===== src/rtl/data_memory_responder.sv =====
// ---------------------------------------------------------------------------
// data_memory_responder
//
// Memory-side responder for the datapath's word-addressed load/store port.
// A request seen in IDLE is captured, held for LATENCY wait cycles, and then
// answered with a single-cycle Ready pulse. The storage is a cleared-on-reset
// register array of DEPTH words.
//
// Parameters:
//   NBITS   - data width and byte-address width (Address is [NBITS-1:2])
//   DEPTH   - number of implemented words, 1..2**(NBITS-2)
//   LATENCY - wait cycles before the response, 0..15
//
// Ports:
//   clock      - rising-edge system clock
//   reset      - asynchronous active-low reset
//   MemRead    - read request, sampled in IDLE
//   MemWrite   - write request, sampled in IDLE
//   Address    - word address
//   WriteData  - store data
//   ReadData   - registered load data, valid while Ready is high
//   Ready      - one-cycle transaction-complete pulse
//   Busy       - high whenever the responder is not IDLE
//   Error      - one-cycle pulse: conflicting request or out-of-range address
//
// Optional feature (macro DMEM_ACCESS_COUNT_EN):
//   ReadCount / WriteCount - saturating 16-bit counts of completed in-range
//   reads and writes.
// ---------------------------------------------------------------------------
module data_memory_responder #(
    parameter int NBITS   = 8,
    parameter int DEPTH   = 2 ** (NBITS - 2),
    parameter int LATENCY = 2
) (
    input  logic               clock,
    input  logic               reset,
    input  logic               MemRead,
    input  logic               MemWrite,
    input  logic [NBITS-1:2]   Address,
    input  logic [NBITS-1:0]   WriteData,
    output logic [NBITS-1:0]   ReadData,
    output logic               Ready,
    output logic               Busy,
    output logic               Error
`ifdef DMEM_ACCESS_COUNT_EN
    ,
    output logic [15:0]        ReadCount,
    output logic [15:0]        WriteCount
`endif
);

    typedef enum logic [1:0] {
        S_IDLE = 2'd0,
        S_WAIT = 2'd1,
        S_RESP = 2'd2
    } state_t;

    localparam logic [3:0]       LAT_W   = LATENCY[3:0];
    // One bit wider than the address so a full-size DEPTH is representable.
    localparam logic [NBITS-2:0] DEPTH_W = DEPTH[NBITS-2:0];

    state_t             state_q, state_d;
    logic [3:0]         cnt_q, cnt_d;
    logic               is_write_q, is_write_d;
    logic [NBITS-1:2]   addr_q, addr_d;
    logic [NBITS-1:0]   wdata_q, wdata_d;
    logic [NBITS-1:0]   rdata_q, rdata_d;
    logic               ready_q, ready_d;
    logic               busy_q, busy_d;
    logic               error_q, error_d;

    logic [NBITS-1:0]   mem_q [DEPTH];

    logic [NBITS-1:2]   resp_addr_s;
    logic               resp_write_s;
    logic               in_range_s;
    logic [NBITS-1:0]   mem_rd_s;
    logic               mem_we_s;

    // With LATENCY=0 the response is prepared on the capture edge itself, so
    // the live inputs stand in for the not-yet-captured registers in IDLE.
    always_comb begin
        if (state_q == S_IDLE) begin
            resp_addr_s  = Address;
            resp_write_s = MemWrite;
        end else begin
            resp_addr_s  = addr_q;
            resp_write_s = is_write_q;
        end
        in_range_s = ({1'b0, resp_addr_s} < DEPTH_W);
        if (in_range_s) begin
            mem_rd_s = mem_q[resp_addr_s];
        end else begin
            mem_rd_s = {NBITS{1'b0}};
        end
    end

    // Next-state and registered-output computation.
    always_comb begin
        state_d    = state_q;
        cnt_d      = cnt_q;
        is_write_d = is_write_q;
        addr_d     = addr_q;
        wdata_d    = wdata_q;
        rdata_d    = rdata_q;
        ready_d    = 1'b0;
        error_d    = 1'b0;
        mem_we_s   = 1'b0;

        case (state_q)
            S_IDLE: begin
                if (MemRead ^ MemWrite) begin
                    is_write_d = MemWrite;
                    addr_d     = Address;
                    wdata_d    = WriteData;
                    cnt_d      = LAT_W;
                    state_d    = (LAT_W != 4'd0) ? S_WAIT : S_RESP;
                end else if (MemRead & MemWrite) begin
                    error_d = 1'b1;
                    state_d = S_IDLE;
                end else begin
                    state_d = S_IDLE;
                end
            end
            S_WAIT: begin
                cnt_d = cnt_q - 4'd1;
                if (cnt_q == 4'd1) begin
                    state_d = S_RESP;
                end else begin
                    state_d = S_WAIT;
                end
            end
            S_RESP: begin
                // The write commits on the edge that leaves RESP.
                mem_we_s = is_write_q & in_range_s;
                state_d  = S_IDLE;
            end
            default: begin
                state_d = S_IDLE;
            end
        endcase

        // Response fields are loaded on the edge entering RESP so they line
        // up with the Ready cycle.
        if (state_d == S_RESP) begin
            ready_d = 1'b1;
            error_d = ~in_range_s;
            if (!resp_write_s) begin
                rdata_d = mem_rd_s;
            end else begin
                rdata_d = rdata_q;
            end
        end else begin
            ready_d = 1'b0;
        end

        busy_d = (state_d != S_IDLE);
    end

    // Control FSM and registered outputs.
    always_ff @(posedge clock or negedge reset) begin
        if (!reset) begin
            state_q    <= S_IDLE;
            cnt_q      <= 4'd0;
            is_write_q <= 1'b0;
            addr_q     <= {(NBITS-2){1'b0}};
            wdata_q    <= {NBITS{1'b0}};
            rdata_q    <= {NBITS{1'b0}};
            ready_q    <= 1'b0;
            busy_q     <= 1'b0;
            error_q    <= 1'b0;
        end else begin
            state_q    <= state_d;
            cnt_q      <= cnt_d;
            is_write_q <= is_write_d;
            addr_q     <= addr_d;
            wdata_q    <= wdata_d;
            rdata_q    <= rdata_d;
            ready_q    <= ready_d;
            busy_q     <= busy_d;
            error_q    <= error_d;
        end
    end

    // Word storage, cleared on reset.
    always_ff @(posedge clock or negedge reset) begin
        if (!reset) begin
            for (int i = 0; i < DEPTH; i++) begin
                mem_q[i] <= {NBITS{1'b0}};
            end
        end else if (mem_we_s) begin
            mem_q[addr_q] <= wdata_q;
        end
    end

    assign ReadData = rdata_q;
    assign Ready    = ready_q;
    assign Busy     = busy_q;
    assign Error    = error_q;

`ifdef DMEM_ACCESS_COUNT_EN
    logic [15:0] rcnt_q, rcnt_d;
    logic [15:0] wcnt_q, wcnt_d;

    // Saturating access counters; only in-range RESP cycles count.
    always_comb begin
        rcnt_d = rcnt_q;
        wcnt_d = wcnt_q;
        if ((state_q == S_RESP) && in_range_s) begin
            if (is_write_q) begin
                wcnt_d = (wcnt_q == 16'hFFFF) ? wcnt_q : wcnt_q + 16'd1;
            end else begin
                rcnt_d = (rcnt_q == 16'hFFFF) ? rcnt_q : rcnt_q + 16'd1;
            end
        end else begin
            rcnt_d = rcnt_q;
        end
    end

    // Counter registers.
    always_ff @(posedge clock or negedge reset) begin
        if (!reset) begin
            rcnt_q <= 16'd0;
            wcnt_q <= 16'd0;
        end else begin
            rcnt_q <= rcnt_d;
            wcnt_q <= wcnt_d;
        end
    end

    assign ReadCount  = rcnt_q;
    assign WriteCount = wcnt_q;
`endif

endmodule


===== config.mk =====
export PLATFORM = sky130hd
export DESIGN_NAME = data_memory_responder
export DESIGN_NICKNAME = d
export VERILOG_FILES = /design/src/rtl/data_memory_responder.sv
export SDC_FILE = /design/constraint.sdc
export NUM_CORES = 1
export LEC_CHECK = 0
export ABC_AREA = 1
export BUFFER_PORTS_ARGS = -buffer_cell sky130_fd_sc_hd__buf_4
export CORE_MARGIN = 2
export CORE_UTILIZATION = 48
export CTS_CLUSTER_DIAMETER = 30
export DETAILED_ROUTE_END_ITERATION = 8
export PLACE_DENSITY = 0.71
export SLEW_MARGIN = 5
export SYNTH_ARGS = -nofsm -noshare
export SYNTH_HDL_FRONTEND = slang
export SYNTH_SLANG_ARGS = --single-unit

===== constraint.sdc =====
create_clock -name clock -period 3 [get_ports clock]
set_clock_uncertainty 0.15 [all_clocks]
set_input_delay 0.3 -clock clock [delete_from_list [all_inputs] [get_ports clock]]
set_output_delay 0.3 -clock clock [all_outputs]
set_load 0.02 [all_outputs]

==> results.py <==
metrics = {
    "status": {
        "run_status": "complete, no violations",
    },
    "routing": {
        "vias_per_cell": 5.33,
        "wl_per_cell_um": 18.0,
        "ant_nets": 0,
        "firstDrtPassIters": 6,
        "wl_um": 79000,
        "drt_first_iter_violations": 2218,
        "via_count": 23400,
        "route.detailed.drc": 0,
    },
    "timing": {
        "rsz0062_at_grt": "false",
        "worstMarginPinSlew_ns": 0.913,
        "relSlewSlack_pct": 39.2,
        "fin_tns_setup_ns": 0,
        "setup_viol": 0,
        "max_freq_mhz": 369,
        "slew_violations": 0,
        "fin_crit_ns": 2.71,
        "hold_violations": 0,
        "final_min_period_over_clock_period_pct": 90.3,
    },
    "synthesis": {
        "synth-adder-area-share_pct": 0.141,
        "synth_mux_area_share_pct": 0,
        "synth_area_leaders": "dfrtp_1 51%, nand2_1 16%, nand3_1 10%",
        "synth_top_area_share_pct": 51.0,
        "syn_avg_cell_area_um2": 7.59,
        "yosysSeqAreaShare_pct": 51.0,
        "synth_compound_area_share_pct": 10.1,
        "synth_top_family_by_area": "simple AND/OR/NAND/NOR gates",
        "synth_top_area_cell": "dfrtp_1",
        "synth_nets": 3541,
        "synth.distinct_cells": 26,
        "synth_area_um2": 26700,
        "synth_top_flop_cell": "dfrtp_1",
        "yosys_warnings": 0,
        "synthSimpleGateAreaFrac_pct": 27.0,
        "synth_xor_area_share_pct": 0,
        "ys_ff_latch": 544,
        "synth_cells": 3520,
        "synth_edf_count": 0,
        "async_flop_share_pct": 100,
    },
    "worst_hold_path": {
        "hold_class": "in -> async",
    },
    "setup_path": {
        "cp-end-kind": "register",
        "worstPathRequired_ns": 3.47,
        "path_max_fanout": 18,
        "cp.arrival_ns": 3.18,
        "path_class": "reg -> reg",
        "worst_setup_path_start_kind": "register",
    },
    "power": {
        "vdd_drop_max_mv": 0.611,
        "p_leak_nw": 14.8,
        "power_w": 0.0345,
        "powerDensity_nw_per_um2": 1080,
    },
    "placed_design": {
        "gp_congestion": 0.958,
        "portBuffers": 28,
        "dp_hpwl_um": 48200,
        "numPlacedInstances": 4157,
        "place_area_um2": 27900,
    },
    "finish": {
        "fin_nets": 3567,
        "drive_gt1_share_pct": 9.82,
        "diodes": 0,
        "final_cells": 4393,
        "postLayoutCellArea_um2": 32100,
        "area_growth_pct": 20.1,
    },
    "clock_network": {
        "cts_tree": "built",
        "clock-sinks": 544,
        "clk_path_buf_depth": 3,
        "clk_pin_slew_ns": 0.05,
        "cts_buffers": 115,
        "clock_latency_ns": 0.68,
        "cts_root_buffer": "clkbuf_16",
        "cts_max_level": 3,
        "post_cts_buffers": 0,
    },
    "global_routing": {
        "antenna_found_initial": 0,
        "grt_max_degree": 72,
        "grt_pass1_vias": 22700,
        "grt_pass1_wl_um": 126000,
        "track_usage_pct": 28.1,
        "grt_overflow": 0,
    },
    "die": {
        "die-area_um2": 57600,
        "start_util_pct": 48.5,
        "die_h_um": 240,
        "num_io_pins": 29,
        "core_region_area_um2": 55100,
        "std_cell_rows": 86,
        "fp.dieW_um": 240,
    },
    "run": {
        "maxCapViolCount": 0,
    },
}
[critical path: stages (launching register included)]
cell and delay [ns]:
dfrtp_1 0.42, nor2_2 0.08, buf_4 0.18, o21ai_4 0.61, buf_12 0.27, buf_4 0.15, nand3_1 0.10, nand3_1 0.14
nand3_1 0.18, nand3_1 0.12, nand3_1 0.08, nand2_1 0.06, nand2_1 0.05, nand2_1 0.05
[worst paths after layout]
check	from	depth (start not counted)	slack [ns]	to
max	state_q[0]	13	0.29	ReadData[3]
min	reset	2	0.05	mem_q[185]
max reg2reg	state_q[0]	13	0.29	ReadData[3]
min reg2reg	mem_q[170]	2	0.33	mem_q[170]
max in group asynchronous	reset	3	1.75	mem_q[245]
min in group clock	WriteData[0]	4	0.29	wdata_q[0]
[sequential cells by signal (all words and copies together) (netlist names)]
name / count
mem_q: 512
ReadData: 8
wdata_q: 8
addr_q: 6
cnt_q: 4
state_q: 2
Busy: 1
Error: 1
Ready: 1
is_write_q: 1
[timing repair]
item | 4_1_cts | 5_1_grt
hold buffers | 20 | 0
gates resized for setup | 0 | 0
endpoints found under the hold margin | 342 | 0
[per-layer routing]
layer,track usage (%),share of wire (%),routed length (µm),vias up
met5,0,0,0,-
met4,12.0,3.9,3100,0
met3,5.92,7.5,5940,209
met2,44.4,46,36200,843
met1,37.8,43,33800,11200
li1,-,-,-,11200
[synth_stat cells, types with 3 or more instances]
master	count
nand2_1	1107
a21oi_1	13
inv_2	3
buf_2	83
clkbuf_1	112
dfrtp_1	544
nor2_1	22
ha_1	3
o21ai_1	3
o21ai_0	519
nor3_4	4
buf_4	7
nor4_4	5
nand3_1	546
nor3_1	6
buf_6	30
inv_1	501
[cell families (layout without fill, tap and decap cells)]
logic type,count (synthesis),after routing
buf+inv,739,864
simple gates,1695,1695
flops,544,544
fa+ha+maj,3,3
compound gates,539,539
[cell type report]
cell class / count / area, µm²
Clock buffer: 155 / 3320
Fill cell: 4867 / 23000
Multi-Input combinational cell: 2237 / 10000
Inverter: 505 / 1910
Sequential cell: 544 / 13600
Timing Repair Buffer: 143 / 1590
Tap cell: 748 / 936
Clock inverter: 61 / 678
[cell usage in the layout (no fill, tap or decap), drive strengths merged, types with 9 or more instances in the layout]
cell	netlist	routed
nand2	1109	1109
nand3	546	546
dfrtp	544	544
o21ai	524	524
inv	504	509
clkbuf	112	155
buf	122	123
clkinv	0	32
nor2	23	23
dlygate4sd3	0	20
clkinvlp	0	16
a21oi	13	13
nor3	10	10
bufinv	1	9
[report_power, final]
group	leakage (nW)	internal, W	switching (W)
logic	5.38	0.00401	0.00973
clock network	1.93	0.00844	0.00426
registers	7.54	0.00776	0.000289
[per-stage QoR]
stage	setup slack, ns	hold WS [ns]	util (%)
finish	0.291	0.0459	58.2
global placement	0.353	0.173	50.6
detailed placement	0.337	0.167	50.6
global route	0.144	0.0853	58.2
floorplan	0.902	-0.146	-
CTS	0.334	0.0652	58.2
Note: power is estimated with default switching activity, not from simulation.
